$ cat src/rtl/btb_pkg.sv
// Shared types for the BTB write scheduler: write kinds, the queued request
// record and the default geometry.
package btb_pkg;

  localparam int BTB_INDEX_BITS = 2;
  localparam int BTB_TAG_BITS   = 28;

  typedef enum logic [1:0] {
    WR_INIT   = 2'd0,
    WR_ALLOC  = 2'd1,
    WR_UPDATE = 2'd2
  } btb_wr_kind_t;

  typedef struct packed {
    btb_wr_kind_t                kind;
    logic [BTB_INDEX_BITS-1:0]   index;
    logic [BTB_TAG_BITS-1:0]     tag;
    logic                        taken;
    logic [31:0]                 target;
  } btb_req_t;

endpackage

$ cat src/rtl/btb_req_fifo.sv
// Two-push / one-pop circular request queue. When both pushes fire, data0
// is the older entry; push1 is only used together with push0. The caller
// guarantees it never overflows or pops empty.
module btb_req_fifo
  import btb_pkg::*;
#(
  parameter int DEPTH = 4,
  localparam int AW = $clog2(DEPTH),
  localparam int CW = AW + 1
) (
  input  logic          clk_sys,
  input  logic          rst_b,
  input  logic          push0,
  input  btb_req_t      data0,
  input  logic          push1,
  input  btb_req_t      data1,
  input  logic          pop,
  output btb_req_t      head,
  output logic [CW-1:0] count
);

  btb_req_t        mem [DEPTH];
  logic [AW-1:0]   wr_ptr;
  logic [AW-1:0]   rd_ptr;

  // storage: the second push lands in the slot after the first
  always_ff @(posedge clk_sys) begin
    if (push0) mem[wr_ptr] <= data0;
    if (push1) mem[wr_ptr + AW'(1)] <= data1;
  end

  // pointer and occupancy bookkeeping; pointers wrap modulo DEPTH
  always_ff @(posedge clk_sys or negedge rst_b) begin
    if (!rst_b) begin
      wr_ptr <= '0;
      rd_ptr <= '0;
      count  <= '0;
    end else begin
      wr_ptr <= wr_ptr + AW'(push0) + AW'(push1);
      rd_ptr <= rd_ptr + AW'(pop);
      count  <= count + CW'(push0) + CW'(push1) - CW'(pop);
    end
  end

  assign head = mem[rd_ptr];

endmodule

$ cat src/rtl/btb_update_scheduler.sv
// Serializes BTB writes (init sweep, decode allocations, execute updates)
// onto a single write port, oldest first.
// Optional feature macro: BTB_UPDATE_SCHED_BYPASS_EN -- with an empty queue
// and a ready write port, the oldest incoming request goes straight to the
// port in the same cycle instead of through the queue.
//
// state   | meaning
// ST_INIT | sweeping every entry to invalid/strong-not-taken, upstream stalled
// ST_RUN  | normal traffic queued and drained in age order
module btb_update_scheduler
  import btb_pkg::*;
#(
  parameter int INDEX_BITS = BTB_INDEX_BITS,
  parameter int TAG_BITS   = BTB_TAG_BITS,
  parameter int DEPTH      = 4
) (
  input  logic                  i_clk,
  input  logic                  i_rst,
  input  logic                  i_alloc_valid,
  input  logic [INDEX_BITS-1:0] i_alloc_index,
  input  logic [TAG_BITS-1:0]   i_alloc_tag,
  input  logic                  i_upd_valid,
  input  logic [INDEX_BITS-1:0] i_upd_index,
  input  logic [TAG_BITS-1:0]   i_upd_tag,
  input  logic                  i_upd_taken,
  input  logic [31:0]           i_upd_target,
  input  logic                  i_flush,
  output logic                  o_stall,
  output logic                  o_wr_valid,
  input  logic                  i_wr_ready,
  output logic [1:0]            o_wr_kind,
  output logic [INDEX_BITS-1:0] o_wr_index,
  output logic [TAG_BITS-1:0]   o_wr_tag,
  output logic                  o_wr_taken,
  output logic [31:0]           o_wr_target,
  output logic                  o_init_done
);

  localparam int CW = $clog2(DEPTH) + 1;
  localparam logic [INDEX_BITS-1:0] LAST_INDEX = {INDEX_BITS{1'b1}};

  typedef enum logic {ST_INIT, ST_RUN} state_t;

  state_t                state, state_nxt;
  logic [INDEX_BITS-1:0] sweep_cnt, sweep_nxt;
  logic                  push0, push1, pop;
  btb_req_t              d0, d1, head, wr_req, upd_req, alc_req;
  logic [CW-1:0]         fifo_count;
  logic                  stall, wr_valid, upd_v, alc_v;

  btb_req_fifo #(.DEPTH(DEPTH)) u_fifo (
    .clk_sys (i_clk),
    .rst_b   (i_rst),
    .push0   (push0),
    .data0   (d0),
    .push1   (push1),
    .data1   (d1),
    .pop     (pop),
    .head    (head),
    .count   (fifo_count)
  );

  // state and sweep counter registers
  always_ff @(posedge i_clk or negedge i_rst) begin
    if (!i_rst) begin
      state     <= ST_INIT;
      sweep_cnt <= '0;
    end else begin
      state     <= state_nxt;
      sweep_cnt <= sweep_nxt;
    end
  end

  // format the two incoming requests as queue records
  always_comb begin
    upd_req        = '0;
    upd_req.kind   = WR_UPDATE;
    upd_req.index  = i_upd_index;
    upd_req.tag    = i_upd_tag;
    upd_req.taken  = i_upd_taken;
    upd_req.target = i_upd_target;
    alc_req        = '0;
    alc_req.kind   = WR_ALLOC;
    alc_req.index  = i_alloc_index;
    alc_req.tag    = i_alloc_tag;
    upd_v          = i_upd_valid;
    alc_v          = i_alloc_valid & ~i_flush;
  end

  // next state, push/pop control and write-port selection
  always_comb begin
    state_nxt = state;
    sweep_nxt = sweep_cnt;
    stall     = 1'b1;
    wr_valid  = 1'b0;
    wr_req    = '0;
    push0     = 1'b0;
    push1     = 1'b0;
    pop       = 1'b0;
    d0        = '0;
    d1        = '0;
    case (state)
      ST_INIT: begin
        wr_valid     = 1'b1;
        wr_req.kind  = WR_INIT;
        wr_req.index = sweep_cnt;
        if (i_wr_ready) begin
          if (sweep_cnt == LAST_INDEX) state_nxt = ST_RUN;
          else                         sweep_nxt = sweep_cnt + INDEX_BITS'(1);
        end
      end
      ST_RUN: begin
        // two free slots are always kept so a double push never overflows
        stall = (fifo_count > CW'(DEPTH - 2));
        if (fifo_count != '0) begin
          wr_valid = 1'b1;
          wr_req   = head;
          pop      = i_wr_ready;
        end
        if (!stall) begin
          // the update belongs to the older instruction, so it goes first
          if (upd_v) begin
            d0    = upd_req;
            push0 = 1'b1;
            if (alc_v) begin
              d1    = alc_req;
              push1 = 1'b1;
            end
          end else if (alc_v) begin
            d0    = alc_req;
            push0 = 1'b1;
          end
`ifdef BTB_UPDATE_SCHED_BYPASS_EN
          if (fifo_count == '0 && i_wr_ready && push0) begin
            wr_valid = 1'b1;
            wr_req   = d0;
            push0    = push1;
            d0       = d1;
            push1    = 1'b0;
            d1       = '0;
          end
`endif
        end
      end
      default: state_nxt = ST_INIT;
    endcase
  end

  assign o_stall     = stall;
  assign o_wr_valid  = wr_valid;
  assign o_wr_kind   = wr_req.kind;
  assign o_wr_index  = wr_req.index;
  assign o_wr_tag    = wr_req.tag;
  assign o_wr_taken  = wr_req.taken;
  assign o_wr_target = wr_req.target;
  assign o_init_done = (state == ST_RUN);

endmodule

$ cat config.mk
export PLATFORM = sky130hd
export DESIGN_NAME = btb_update_scheduler
export DESIGN_NICKNAME = d
export VERILOG_FILES = /design/src/rtl/btb_pkg.sv /design/src/rtl/btb_req_fifo.sv /design/src/rtl/btb_update_scheduler.sv
export SDC_FILE = /design/constraint.sdc
export NUM_CORES = 1
export LEC_CHECK = 0
export ABC_AREA = 1
export BUFFER_PORTS_ARGS = -buffer_cell sky130_fd_sc_hd__buf_4
export CAP_MARGIN = 40
export CORE_MARGIN = 2
export CORE_UTILIZATION = 35
export CTS_BUF_LIST = sky130_fd_sc_hd__clkbuf_16
export DETAILED_ROUTE_END_ITERATION = 16
export MAX_ROUTING_LAYER = met4
export SETUP_SLACK_MARGIN = 0.15
export SKIP_LAST_GASP = 1
export SLEW_MARGIN = 20
export SYNTH_ARGS = -nofsm -noshare
export SYNTH_HDL_FRONTEND = slang
export SYNTH_SLANG_ARGS = --single-unit
$ cat constraint.sdc
create_clock -name i_clk -period 5.5 [get_ports i_clk]
set_input_delay 0.55 -clock i_clk [delete_from_list [all_inputs] [get_ports i_clk]]
set_output_delay 0.55 -clock i_clk [all_outputs]
set_load 0.1 [all_outputs]
==> results.ini, run 1 <==
[status]
status = completed

[global_routing]
grt_pass1_vias = 12400
antenna_found_initial = 0
grt_pass1_wl_um = 67700
overflow = 0
grt_max_degree = 81
grt_util_all_layers_pct = 20.99

[clock_network]
tritoncts = done
clockBufferDepth = 3
h-tree-depth = 1
cts_root_buf = clkbuf_16
clk_latency_ps = 570
clk_pin_slew_ps = 60
cts_buffers = 31
clock_sinks = 270

[layout]
final_common_cell = nand2_1
num-fill-cells = 4110
final_area_um2 = 16900
mostFrequentLayoutCells = nand2_1, nor2_1, inv_1
area_growth_pct = 17.60
nets = 2248
drive_above_1_share_pct = 13.34
fin_util_pct = 41.57
diodes = 0

[flow_run]
maxCapViolCount = 0

[logic_synthesis]
ys_ff_latch = 270
syn-cell-area_um2 = 14370
synth_flop_cell = dfxtp_1
synth_area_per_cell_um2 = 7.027
syn_nets = 2151
ys_warn_count = 0
synthCells = 2045
ys_types = 35
yosysSeqAreaShare_pct = 46.60
async_flop_share_pct = 3.704
synth_edf_count = 124

[drt]
vias = 13070
wl_um = 43780
first_pass_iters = 5
wl_per_cell_um = 16.22
ant_nets = 0
drt_iter0_markers = 938
viasPerCell = 4.842
drc = 0

[die]
initial_core_util_pct = 35.35
pin_count = 167
coreArea_um2 = 40650
die_h_um = 206.6
rows = 74
die_w_um = 206.6
dieArea_um2 = 42690

[worst_setup_path]
critPathLaunchType = flop
cp.arrival_ps = 3130
endpoint_kind = output pin
path_class = flop to output pin
path_max_fanout = 53
required_ps = 4950

[min_path]
hp-class = input pin to flop

[timing]
tns_ps = 0
clock_skew_ps = 12.82
slew_headroom_pct = 41.81
worstMarginPinSlew_ps = 872.9
final-max-slew-violation-count = 0
hold_ws_ps = 270.4
setup_viol = 0
grt_setup_unrepaired = false
hold_violations = 0
timing.fmax_mhz = 272.0
period_share_pct = 66.84
finalCriticalPeriod_ps = 3676

[place]
gp_congestion = 0.8063
placed_cell_area_um2 = 15870
port-buffer-count = 166
hpwl_um = 25340

==> sequential cells by signal, indices dropped and copies added, names as in the netlist <==
register       flops
u_fifo.count       3
u_fifo.rd_ptr      2
o_init_done        1
u_fifo.wr_ptr      2
sweep_cnt          2
u_fifo.mem       260
==> Yosys cell counts, types with 2 or more instances <==
cell,count,share of area (%)
a21oi_1,134,4.7
buf_1,7,0.18
buf_2,50,1.7
buf_4,8,0.42
buf_6,11,0.86
clkbuf_1,54,1.4
dfrtp_1,10,1.7
dfxtp_1,136,19
edfxtp_1,124,26
fa_1,3,0.42
ha_1,4,0.35
inv_1,215,5.6
inv_2,3,0.078
nand2_1,634,17
nand2_4,2,0.16
nand3_1,24,0.84
nand4_1,16,0.70
nand4_4,3,0.44
nor2_1,371,9.7
nor2_2,22,0.96
nor2_4,2,0.16
nor2_8,3,0.42
o21ai_0,185,6.4
o21ai_1,6,0.21
o21ai_2,5,0.30
o22ai_1,2,0.087
xnor2_1,2,0.12
xor2_1,2,0.12
==> worst paths after layout <==
| kind | startpoint | to | slack (ps) | cells after the start |
|---|---|---|---|---|
| worst min register to register | u_fifo.mem[3][64]$_SDFFE_PP0N_ | u_fifo.mem[3][64]$_SDFFE_PP0N_ | 470 | 2 |
| max in group asynchronous | i_rst | u_fifo.rd_ptr[0]$_DFF_PN0_ | 4960 | 2 |
| min in group asynchronous | i_rst | sweep_cnt[0]$_DFFE_PN0P_ | 360 | 2 |
| worst min-delay path | i_upd_target[21] | u_fifo.mem[2][21]$_SDFFE_PP0P_ | 270 | 3 |
| worst max register to register | u_fifo.count[1]$_DFF_PN0_ | u_fifo.mem[0][46]$_DFFE_PP_ | 2070 | 10 |
| worst max-delay path | u_fifo.rd_ptr[0]$_DFF_PN0_ | o_wr_kind[0] | 1820 | 7 |
==> cells by family after synthesis <==
family,share of synthesized area [%]
compound gates,11.76
xor+xnor,0.2438
fa+ha+maj,0.7662
buf+inv,10.35
flops,46.60
mux,0.07836
simple gates,30.20
==> stage by stage <==
stage,instances,worst slack (ps)
floorplan,2045,1524
global placement,2634,2049
detailed placement,2637,1936
CTS,2696,1342
global route,2699,1629
finish,2699,1824
==> area by class of cell <==
cell class	instances	area, um^2	share of cell area (%)
Clock buffer	31	775.7	4.591
Clock inverter	27	180.2	1.066
Inverter	219	825.8	4.887
Multi-Input combinational cell	1426	6188	36.62
Sequential cell	270	6701	39.66
Tap cell	532	665.6	3.939
Timing Repair Buffer	194	1562	9.240
==> critical path, cell delays in order, from the launching register on <==
cell and delay (ps):
dfrtp_4 800, buf_4 520, buf_12 270, nor2_1 70, nor2_1 100, o21ai_0 90
a21oi_1 290, buf_4 360
==> what timing repair did <==
item | CTS | global route
hold endpoints to repair | 10 | 0
hold buffers | 1 | 0
resized for setup | 0 | 0
buffers inserted | 0 | 0
==> layer usage <==
metal	track usage, %	vias up	part of all wire, %
met5	-	-	0
met2	35.56	413	47
met1	26.43	6025	44
li1	-	6569	-
met4	5.383	0	2.0
met3	2.826	62	6.4
Power of run 1 is not shown: default switching activity piles up to over one toggle a cycle in this logic, so the estimate is an artifact.
==> inputs of run 2 (changes only) <==
ABC_AREA = 0   (was 1)
clock period = 3.6 ns   (was 5.5 ns; I/O delays follow)
==> run 2 against run 1 <==
Final cell count decreased by 35%. Flip-flop and latch count unchanged. Critical path type unchanged. First-iteration DRC count down 7.7%. Setup slack worse by 1200 ps. Die area down 8.4%. Hold slack worse by 240 ps. Final area down 7.5%.
==> results.ini, run 2 <==
[logic_synthesis]
ys_types = 37  ; +5.7%
synth_edf_count = 124  ; unchanged
async_flop_share_pct = 3.704  ; unchanged
ys_warn_count = 0  ; unchanged
synth_flop_cell = dfxtp_1
synth_top_area_share_pct = 28.35  ; +2.4 points
synthTopCellsByArea = edfxtp_1, dfxtp_1, mux4_2
yosys.area.top_type = edfxtp_1
yosysMostFrequentCell = a21oi_1
synthCells = 1171  ; -43%
synth.cells.most_frequent = a21oi_1, o21ai_0, dfxtp_1
yosysSeqAreaShare_pct = 50.98  ; +4.4 points
ys_ff_latch = 270  ; unchanged
syn_nets = 1277  ; -41%
syn-cell-area_um2 = 13140  ; -8.6%
synth_area_per_cell_um2 = 11.22  ; +60%

[worst_setup_path]
reg2regPathDepth = 10  ; unchanged
path_class = flop to output pin
path_max_fanout = 26  ; -51%
worstPathCellList = buf_4 -> mux4_2 -> nor2b_1 -> buf_4
crit_top_cell = buf_4
critPathSlowestCell = dfrtp_4
critPathLaunchType = flop
endpoint_kind = output pin
rrSetupSlack_ps = 690  ; -1380 ps
rr_endpoint = u_fifo.count[2]$_DFF_PN0_
critPathMaxStageDelay_ps = 790  ; about the same
required_ps = 3240  ; -1710 ps
r2r_start = u_fifo.count[1]$_DFF_PN0_
cp.arrival_ps = 2640  ; -490 ps

[global_routing]
grt-busiest-layer = met2
grt_max_degree = 70  ; -14%
antenna_found_initial = 1  ; +1
grt_util_all_layers_pct = 20.66  ; -0.33 points
grtUsageMet3_pct = 2.913  ; +0.087 points
grt_pass1_vias = 10290  ; -17%
overflow = 0  ; unchanged
grt_pass1_wl_um = 60580  ; -11%
met2_usage_pct = 34.74  ; -0.82 points
grtUsageMet1_pct = 26.28  ; -0.14 points

[timing]
worstMarginPinSlew_ps = 769.3  ; -103.6 ps
setup_viol = 0  ; unchanged
hold_violations = 0  ; unchanged
slew_headroom_pct = 48.52  ; +6.7 points
final-max-slew-violation-count = 0  ; unchanged
tns_ps = 0  ; unchanged
period_share_pct = 83.32
clock_skew_ps = 16.29  ; +3.466 ps
layout_setup_ws_ps = 600.4  ; -1223 ps
timing.fmax_mhz = 333.4
grt_setup_unrepaired = false
finalCriticalPeriod_ps = 3000

[clock_network]
clk_pin_slew_ps = 60  ; about the same
post_cts_resized = 0  ; unchanged
cts_buffers = 28  ; -9.7%
tritoncts = done
post-cts-setup-buffers = 0  ; unchanged
clockBufferDepth = 3  ; unchanged
clk_latency_ps = 550  ; -20 ps
h-tree-depth = 1  ; unchanged
clock_sinks = 270  ; unchanged
cts_root_buf = clkbuf_16

[layout]
nets = 1377  ; -39%
ff_latch_area_um2 = 6704  ; about the same
final_area_um2 = 15620  ; -7.5%
area_growth_pct = 18.95
multiInputGateArea_um2 = 5783  ; -6.6%
top_regs = u_fifo.mem (260), u_fifo.count (3)
final_common_cell = buf_4
largest_register = u_fifo.mem
mostFrequentLayoutCells = buf_4, a21oi_1, o21ai_0
largest_register_ffs = 260  ; unchanged
drive_above_1_share_pct = 25.77  ; +12 points
num-fill-cells = 3505  ; -15%

[drt]
drc = 0  ; unchanged
drt_iter0_markers = 866  ; -7.7%
wl_per_cell_um = 22.84  ; +41%
first_pass_iters = 5  ; unchanged
wl_um = 40230  ; -8.1%
viasPerCell = 5.881  ; +21%
ant_nets = 0  ; unchanged
vias = 10360  ; -21%

[min_path]
min_to = o_init_done$_DFF_PN0_
worstHoldStart = i_wr_ready
min_path_cells = 2  ; -1
hp-class = input pin to flop

[die]
die_w_um = 197.7  ; -4.3%
dieArea_um2 = 39100  ; -8.4%
die_h_um = 197.7  ; -4.3%
pin_count = 167  ; unchanged
initial_core_util_pct = 35.71  ; +0.35 points
rows = 70  ; -5.4%
coreArea_um2 = 36790  ; -9.5%

[place]
post-place-ws_ps = 664.0  ; -1272 ps
port-buffer-count = 166  ; unchanged
placed_cell_area_um2 = 14730  ; -7.2%
gp_congestion = 0.7663  ; -5.0%
hpwl_um = 22900  ; -9.6%

[status]
status = completed

[flow_run]
maxCapViolCount = 0  ; unchanged

[run 2: final cells by class]
class	count	area share [%]
Antenna cell	1	0.01602
Clock buffer	29	4.645
Clock inverter	22	0.7928
Inverter	14	0.3524
Multi-Input combinational cell	747	37.01
Sequential cell	270	42.91
Tap cell	468	3.748
Timing Repair Buffer	210	10.52
[run 2: stage by stage]
stage / cells / util (%) / hold WS [ps]
after floorplan: 1171 / - / 64.41
final: 1761 / 42.47 / 28.25
after global routing: 1761 / 42.47 / 26.83
after detailed placement: 1707 / 40.05 / 199.1
after global placement: 1705 / 39.93 / 199.5
after CTS: 1759 / 42.39 / 11.89
[run 2: critical path: cells and delay by family, from the launching register on]
kind | cells | cell delay (ps)
buf+inv | 2 | 590
mux | 1 | 530
flops | 1 | 790
simple gates | 1 | 150
[run 2: cells by family after synthesis]
family	share of synthesized area (%)
AOI/OAI and AO/OA	19.10
xor gates and xnor gates	0.3335
adders and majority gates	0.8383
buffers and inverters	6.039
and+or+nand+nor	11.49
DFF	50.98
muxes	11.22
[run 2: layer usage]
layer,wire length (um),vias up
li1,-,4748
met1,16540,5148
met2,20020,411
met3,2820,49
met4,845,0
met5,0,-
[run 2: worst max path at each step]
stage / slack (ps) / to / depth (start not counted) / start
2_1_floorplan: -190 / u_fifo.mem[0][33]$_DFFE_PP_ / 7 / o_init_done$_DFF_PN0_
3_3_place_gp: 740 / u_fifo.count[2]$_DFF_PN0_ / 10 / u_fifo.count[1]$_DFF_PN0_
3_5_place_dp: 660 / u_fifo.count[2]$_DFF_PN0_ / 10 / u_fifo.count[1]$_DFF_PN0_
4_1_cts: 420 / o_wr_target[17] / 4 / u_fifo.rd_ptr[0]$_DFF_PN0_
5_1_grt: 470 / o_wr_target[0] / 4 / u_fifo.rd_ptr[1]$_DFF_PN0_
6_report: 600 / o_wr_target[0] / 4 / u_fifo.rd_ptr[1]$_DFF_PN0_
[run 2: what timing repair did]
item / CTS / global route
endpoints found under the setup margin: 0 / 0
hold endpoints to repair: 10 / 0
hold buffers: 1 / 0
Power of run 2 is left out for the same reason.
